`config.mk`:
```
export PLATFORM = sky130hd
export DESIGN_NAME = cpu_dbg_scanner
export DESIGN_NICKNAME = d
export VERILOG_FILES = /design/src/rtl/cpu_dbg_scanner.sv
export SDC_FILE = /design/constraint.sdc
export NUM_CORES = 1
export LEC_CHECK = 0
export BUFFER_PORTS_ARGS = -buffer_cell sky130_fd_sc_hd__buf_2
export CAP_MARGIN = 20
export CELL_PAD_IN_SITES_DETAIL_PLACEMENT = 1
export CELL_PAD_IN_SITES_GLOBAL_PLACEMENT = 1
export CORE_ASPECT_RATIO = 1.25
export CORE_MARGIN = 1
export CORE_UTILIZATION = 30
export DETAILED_ROUTE_END_ITERATION = 16
export GPL_ROUTABILITY_DRIVEN = 1
export PLACE_DENSITY_LB_ADDON = 0.1
export SYNTH_ARGS = -nofsm -noshare
export SYNTH_HDL_FRONTEND = slang
export SYNTH_SLANG_ARGS = --single-unit
```
`constraint.sdc`:
```
create_clock -name clk -period 2.5 [get_ports clk]
set_input_delay 0.25 -clock clk [delete_from_list [all_inputs] [get_ports clk]]
set_output_delay 0.25 -clock clk [all_outputs]
set_load 0.01 [all_outputs]
```
`src/rtl/cpu_dbg_scanner.sv`:
```
// Run-control and debug-scan block: derives the CPU clock-enable from one board clock
// and scans per-channel probe words into a 32-bit display word.
module cpu_dbg_scanner #(
    parameter int CLK_DIV_W = 26,
    parameter int NCH       = 4,
    parameter int AW        = 6,
    parameter int DW        = 32
) (
    input  logic              clk,
    input  logic              rstn,
    input  logic              run_sw,
    input  logic              step_btn,
    input  logic              slow,
    input  logic              bp_en,
    input  logic [31:0]       bp_pc,
    input  logic [31:0]       pc,
    input  logic [NCH-1:0]    ch_sel,
    input  logic [NCH*AW-1:0] ch_last,
    input  logic [NCH*DW-1:0] rd_data,
    output logic [AW-1:0]     rd_addr,
    output logic              cpu_ce,
    output logic              halted,
    output logic              bp_hit,
    output logic [31:0]       disp_data,
    output logic              disp_valid
);

    typedef enum logic {S_HALT, S_RUN} run_t;
    typedef enum logic [1:0] {S_IDLE, S_SCAN, S_SENT} scan_t;

    function automatic logic is_onehot(input logic [NCH-1:0] v);
        return (v != '0) && ((v & (v - 1'b1)) == '0);
    endfunction

    function automatic logic [2:0] enc(input logic [NCH-1:0] v);
        logic [2:0] r;
        r = '0;
        for (int k = 0; k < NCH; k++)
            if (v[k]) r = 3'(k);
        return r;
    endfunction

    logic [CLK_DIV_W-1:0] div;
    logic                 tick;
    logic                 step_btn_q;
    logic                 step_rise;
    logic                 bp_match;
    logic                 bp_pend;
    run_t                 run_st;
    scan_t                scan_st;
    logic [NCH-1:0]       ch_sel_q;
    logic [2:0]           ch_idx;
    logic [DW-1:0]        ch_word;
    logic [31:0]          ch_word32;
    logic [AW-1:0]        ch_lim;

    // Prescaler: tick is registered, so it lands one cycle after the counter match
    always_ff @(posedge clk) begin
        if (!rstn) begin
            div  <= '0;
            tick <= 1'b0;
        end else begin
            div  <= div + 1'b1;
            tick <= slow ? (&div) : (&div[CLK_DIV_W-3:0]);
        end
    end

    assign step_rise = step_btn & ~step_btn_q;
    assign bp_match  = bp_en && (pc == bp_pc);
    assign halted    = (run_st == S_HALT);

    // bp_pend keeps the core parked after a breakpoint until run_sw is cycled or a step is taken
    always_ff @(posedge clk) begin
        if (!rstn) begin
            run_st     <= S_HALT;
            step_btn_q <= 1'b0;
            cpu_ce     <= 1'b0;
            bp_hit     <= 1'b0;
            bp_pend    <= 1'b0;
        end else begin
            step_btn_q <= step_btn;
            cpu_ce     <= 1'b0;
            case (run_st)
                S_HALT: begin
                    if (step_rise) begin
                        cpu_ce  <= 1'b1;
                        bp_pend <= 1'b0;
                    end
                    if (!run_sw) begin
                        bp_pend <= 1'b0;
                    end else if (!bp_pend) begin
                        run_st <= S_RUN;
                        bp_hit <= 1'b0;
                    end
                end
                S_RUN: begin
                    if (tick && bp_match) begin
                        run_st  <= S_HALT;
                        bp_hit  <= 1'b1;
                        bp_pend <= 1'b1;
                    end else if (!run_sw) begin
                        run_st <= S_HALT;
                    end else begin
                        cpu_ce <= tick;
                    end
                end
                default: run_st <= S_HALT;
            endcase
        end
    end

    assign ch_idx  = enc(ch_sel);
    assign ch_word = rd_data[ch_idx*DW +: DW];
    assign ch_lim  = ch_last[ch_idx*AW +: AW];

    generate
        if (DW >= 32) begin : g_trunc
            assign ch_word32 = ch_word[31:0];
        end else begin : g_zext
            assign ch_word32 = {{(32-DW){1'b0}}, ch_word};
        end
    endgenerate

    // Invalid select beats a channel change, which beats any tick-driven capture
    always_ff @(posedge clk) begin
        if (!rstn) begin
            scan_st    <= S_IDLE;
            rd_addr    <= '0;
            disp_data  <= '0;
            disp_valid <= 1'b0;
            ch_sel_q   <= '0;
        end else begin
            ch_sel_q   <= ch_sel;
            disp_valid <= 1'b0;
            if (!is_onehot(ch_sel)) begin
                scan_st <= S_IDLE;
                rd_addr <= '0;
            end else if (ch_sel != ch_sel_q) begin
                scan_st <= S_SCAN;
                rd_addr <= '0;
            end else begin
                case (scan_st)
                    S_IDLE: begin
                        scan_st <= S_SCAN;
                        rd_addr <= '0;
                    end
                    S_SCAN: begin
                        if (tick) begin
                            disp_data  <= ch_word32;
                            disp_valid <= 1'b1;
                            if (rd_addr == ch_lim) scan_st <= S_SENT;
                            else                   rd_addr <= rd_addr + 1'b1;
                        end
                    end
                    S_SENT: begin
                        if (tick) begin
                            disp_data  <= 32'hFFFF_FFFF;
                            disp_valid <= 1'b1;
                            rd_addr    <= '0;
                            scan_st    <= S_SCAN;
                        end
                    end
                    default: scan_st <= S_IDLE;
                endcase
            end
        end
    end

endmodule

```
==> results of run 1 <==
==> state kept, by name, summed over array words and instances (netlist names), 2 cells and up <==
name and flops:
ch_sel_q 4, disp_data 32, div 26, rd_addr 6, scan_st 2
==> worst max-delay path: stages (launching register included) <==
cell      delay (ns)
dfxtp_1         0.48
inv_1           0.15
o22ai_1         0.20
o311ai_0        0.17
and3_1          0.25
and3_4          0.18
or4_1           0.49
a31oi_1         0.17
==> cell families (layout without fill, tap and decap cells) <==
logic type      Yosys count  count (layout)  synth area share, %
buf+inv                  65             314                 5.70
xor+xnor                 59              59                 10.6
fa+ha+maj                 6               6                 1.54
compound gates          147             147                 20.3
simple gates            233             233                 22.3
flops                    77              77                 31.6
mux                      38              38                 7.93
==> where the power goes <==
| part | total (mW) | internal (mW) | switching (mW) |
|---|---|---|---|
| Sequential | 1.25 | 1.24 | 0.0112 |
| Combinational | 0.549 | 0.274 | 0.275 |
| Clock | 1.46 | 0.892 | 0.568 |
| Total | 3.26 | 2.41 | 0.854 |
==> final cells by class <==
type,instances,area share (%)
multi-input combinational,483,45.6
sequential,77,23.0
clock buffer,9,3.36
inverter,21,1.18
timing repair buffer,277,21.3
clock inverter,7,1.59
tap,212,3.96
==> layout by cell type (no fill, tap or decap), types with 2 or more instances in the layout <==
cell type and instances:
bufinv_16 2, ha_1 6, o21ai_0 9, mux2i_1 36, or4_1 2, nor3b_1 3
o211ai_1 3, buf_4 9, a211o_1 2, nand3_1 18, inv_2 2, and3_1 8
or3_1 2, a31oi_1 6, and4_1 3, nor3_1 7, inv_6 2, inv_1 19
a21oi_1 40, xor2_1 46, clkbuf_16 9, o22ai_1 5, a211oi_1 70, clkinv_4 2
nand2b_1 2, nor4_1 8, dfxtp_1 77, nand2_1 20, nand4_1 10, xnor2_1 13
nor2_1 130, and2_1 9, nor2b_1 5, buf_2 267
==> metrics by stage <==
stage | hold slack (ns) | std cells | util (%)
6_report | 0.114 | 1086 | 42.5
5_1_grt | 0.135 | 1086 | 42.5
4_1_cts | 0.103 | 1086 | 42.5
3_5_place_dp | 0.470 | 1070 | 40.4
3_3_place_gp | 0.459 | 1070 | 40.4
2_1_floorplan | 0.365 | 625 | -
==> how the worst min path moves through the flow <==
stage,startpoint,end,slack [ns],cells past startpoint
2_1_floorplan,slow,tick,0.37,1
3_3_place_gp,div[0],div[0],0.46,1
5_1_grt,step_btn,step_btn_q,0.13,2
6_report,step_btn,step_btn_q,0.11,2
3_5_place_dp,step_btn,step_btn_q,0.47,2
4_1_cts,step_btn,step_btn_q,0.10,2
==> routing by layer <==
metal  GRT usage, %  share of wire, %
met1           22.1                39
met2           39.7                53
met4           7.96               1.5
met3           4.57               6.3
met5              0                 0
==> results.toml, run 1 <==
[synth]
avgSynthCellArea_um2 = 7.80
yosysMostFrequentCell = "nor2_1"
ys_warn_count = 0
synth_nets = 857
synth_top_cell_by_area = "dfxtp_1"
netlist_instances = 625
ys_top_cells_by_area = "dfxtp_1 (32%), a211oi_1 (11%), nor2_1 (10%)"
ys_types = 52
synth_ff_type = "dfxtp_1"
ys_seq_area_share_pct = 31.6
synth_top_area_share_pct = 31.6
async_flop_share_pct = 0
ys_seq_elements = 77
synth.top_cells.by_count = "nor2_1 (130), dfxtp_1 (77), a211oi_1 (70), xor2_1 (46), a21oi_1 (40)"
netlist_area_um2 = 4870
synth_edf_count = 0

[cts]
cts_tree = "yes"
htreeDepth = 3
clk_latency_ns = 0.34
path_clk_slew_ns = 0.06
post-cts-setup-buffers = 0
cts_resized = 0
clkSinkCount = 77
cts_made_buffers = 9
cts-hold-fix-buffers = 0
clk_path_buf_depth = 2
clockRootBuffer = "clkbuf_16"

[drt]
viasPerCell = 4.95
wire_per_inst_um = 16.1
drc = 0
vias = 5379
first_pass_iters = 4
drt_iter0_markers = 136
wl_mm = 17.5
antenna_left = 0

[die]
die_width_um = 116
start_util_pct = 30.9
ioPinCount = 268
dieArea_um2 = 16800
die_h_um = 145
fp-row-count = 51
core-area_um2 = 15800

[timing]
report.final.slew_viol_count = 0
finClkSkew_ns = 0.00505
rsz0062_at_grt = "no"
min_period_ns = 2.17
fin_tns_setup_ns = 0
tightestPinTransition_ns = 0.655
fin_ws_ns = 0.326
finalSetupViolCount = 0
max_freq_mhz = 460
finalCritPeriodShare_pct = 87.0
slew_headroom_pct = 56.3
final_hold_viol_count = 0

[final_layout]
final.fill_count = 2015
area_growth_pct = 37.4
drive_above_1_share_pct = 34.8
diodes = 0
seq_area_um2 = 1540
fin_nets = 1101
final_area_um2 = 6700
multiInputGateArea_um2 = 3060

[worst_setup_path]
cp.arrival_ns = 2.43
reg2reg_from = "rd_addr[2]"
critPathMaxFanout = 8
rr_endpoint = "rd_addr[4]"
cp-startpoint = "rd_addr[2]"
crit_path_end_kind = "flip-flop"
start_kind = "flip-flop"
endpoint = "rd_addr[4]"
ff2ff_setup_slack_ns = 0.33
critPathKind = "reg2reg"
cp.required_ns = 2.76
reg2regPathDepth = 7

[placement]
place_ws_ns = 0.146
dpl-instance-area_um2 = 6360
portBuffers = 267
dpl.hpwl_mm = 14.0
gp_congestion = 0.842

[global_route]
grt_max_degree = 65
grt_pass1_vias = 5583
antenna_found_initial = 1
grt_pass1_wl_mm = 27.2
grt-ovfl-total = 0
grt_usage_pct = 20.9

[power_and_ir_drop]
ir_worst_vdd_mv = 0.322
leakage_nw = 3.01
power.total_mw = 3.26
power_density_nw_per_um2 = 487

[run_status]
outcome = "completed"

[min_path]
hp-class = "in2reg"

[run]
cap_viol_max_count = 0
(Power assumes the default switching activity.)
==> run 2: changes to the inputs <==
--- a/config.mk
+++ b/config.mk
@@ -12,6 +12,7 @@
 export CORE_ASPECT_RATIO = 1.25
 export CORE_MARGIN = 1
 export CORE_UTILIZATION = 30
+export CTS_CLUSTER_SIZE = 14
 export DETAILED_ROUTE_END_ITERATION = 16
 export GPL_ROUTABILITY_DRIVEN = 1
 export PLACE_DENSITY_LB_ADDON = 0.1
==> constraint.sdc (replaced) <==
create_clock -name clk -period 2.5 [get_ports clk]
set_input_delay 0.25 -clock clk [delete_from_list [all_inputs] [get_ports clk]]
set_output_delay 0.25 -clock clk [all_outputs]
set_load 0.05 [all_outputs]
==> run 2 against run 1 <==
- hold slack improved by 0.018 ns
- clock power decreased by 7%
- die area unchanged
- highest routed layer unchanged
- power is 2.7% lower
- combinational power up 3%
- worst setup slack lost 0.018 ns
- cell area decreased by 0.45%
- largest cell class unchanged
- register-to-register slack worse by 0.02 ns
- critical path type unchanged
==> results.toml, run 2 (same netlist as run 1, synthesis figures left out) <==
[timing]
max_freq_mhz = 456
finalCritPeriodShare_pct = 87.7
rsz0062_at_grt = "no"
finalSetupViolCount = 0
min_period_ns = 2.19
report.final.slew_viol_count = 0
fin_ws_ns = 0.308
fin_tns_setup_ns = 0
tightestPinTransition_ns = 0.641
slew_headroom_pct = 57.3
final_hold_viol_count = 0
finClkSkew_ns = 0.00596

[cts]
clockRootBuffer = "clkbuf_16"
cts_resized = 0
path_clk_slew_ns = 0.06
clk_path_buf_depth = 2
post-cts-setup-buffers = 0
clk_latency_ns = 0.34
clkSinkCount = 77
cts_made_buffers = 9
cts_tree = "yes"
cts-hold-fix-buffers = 0
htreeDepth = 3

[final_layout]
reg_top3 = "disp_data: 32 flops, div: 26 flops, rd_addr: 6 flops"
drive_above_1_share_pct = 34.7
area_growth_pct = 36.8
regMostFlops = "disp_data"
fin_nets = 1100
largest_reg_flops = 32
final_common_cell = "buf_2"
final.fill_count = 2069
layout_common_cells = "buf_2 (267), nor2_1 (130), dfxtp_1 (77)"
multiInputGateArea_um2 = 3060
seq_area_um2 = 1540

[power_and_ir_drop]
power_density_nw_per_um2 = 476
leakage_nw = 3.00
ir_worst_vdd_mv = 0.301

[placement]
place_ws_ns = 0.200
gp_congestion = 0.843
dpl.hpwl_mm = 13.8
portBuffers = 267

[worst_setup_path]
cp.arrival_ns = 2.45
crit_path_end_kind = "flip-flop"
critPathKind = "reg2reg"
critPathMaxFanout = 8
start_kind = "flip-flop"
reg2regPathDepth = 7
cp.required_ns = 2.76

[die]
dieArea_um2 = 16800
core-area_um2 = 15800
die_h_um = 145
ioPinCount = 268
start_util_pct = 30.9
fp-row-count = 51
die_width_um = 116

[global_route]
grt_usage_pct = 20.9
met1_usage_pct = 22.3
grt_use_met2_pct = 38.5
grt_pass1_vias = 5626
grt_busiest_layer = "met2"
grt_pass1_wl_mm = 27.2
grt-ovfl-total = 0
grt_max_degree = 65
antenna_found_initial = 1
grt_use_met3_pct = 5.03

[min_path]
hp-class = "in2reg"
min_path_cells = 2

[drt]
vias = 5422
wire_per_inst_um = 16.0
viasPerCell = 4.99
wl_mm = 17.4
first_pass_iters = 4
drc = 0
antenna_left = 0
drt_iter0_markers = 122

[run_status]
outcome = "completed"

[run]
cap_viol_max_count = 0
-- run 2: cell count changes in the layout (fill, tap and decap cells not counted), sizes merged --
cell	before	now
inv	24	25
buf	277	276
bufinv	2	1
diode	0	1
-- run 2: path summary, 6_finish.rpt --
check                  start    endpoint  slack [ns]
setup / recovery  rd_addr[0]  rd_addr[4]        0.31
hold / removal      step_btn  step_btn_q        0.13
setup reg to reg  rd_addr[0]  rd_addr[4]        0.31
hold reg to reg       div[0]      div[0]        0.47
-- run 2: worst max-delay path, cell delays in order, from the launching register on --
cell,delay [ns]
dfxtp_1,0.49
inv_1,0.16
o22ai_1,0.19
o311ai_0,0.17
and3_1,0.24
and3_4,0.19
or4_1,0.51
a31oi_1,0.16
-- run 2: power by group --
group | internal (mW) | leakage, nW | switching [mW]
Sequential | 1.24 | 0.623 | 0.0115
Clock | 0.791 | 0.153 | 0.564
Combinational | 0.274 | 2.22 | 0.290
Total | 2.31 | 3.00 | 0.866
-- run 2: final cells by class --
cell class,count,share of cell area (%)
multi-input combinational,483,45.8
sequential,77,23.1
timing repair buffer,276,21.2
tap,212,3.98
clock buffer,9,3.38
clock inverter,7,1.22
inverter,21,1.18
antenna,1,0.0375
-- run 2: stage by stage --
step           std cells  hold slack, ns  total power, mW  util (%)  cell area (um2)
2_1_floorplan        625           0.365             1.59         -             4870
3_3_place_gp        1069           0.460             1.83      40.3             6360
3_5_place_dp        1069           0.467             1.85      40.3             6360
4_1_cts             1085           0.125             3.21      42.3             6660
5_1_grt             1085           0.156             3.33      42.3             6660
6_report            1086           0.133             3.17      42.3             6670
-- run 2: layer usage --
| layer | share of wire, % | vias up |
|---|---|---|
| li1 | - | 2702 |
| met1 | 39 | 2522 |
| met2 | 52 | 175 |
| met3 | 6.5 | 23 |
| met4 | 2.2 | 0 |
| met5 | 0 | - |
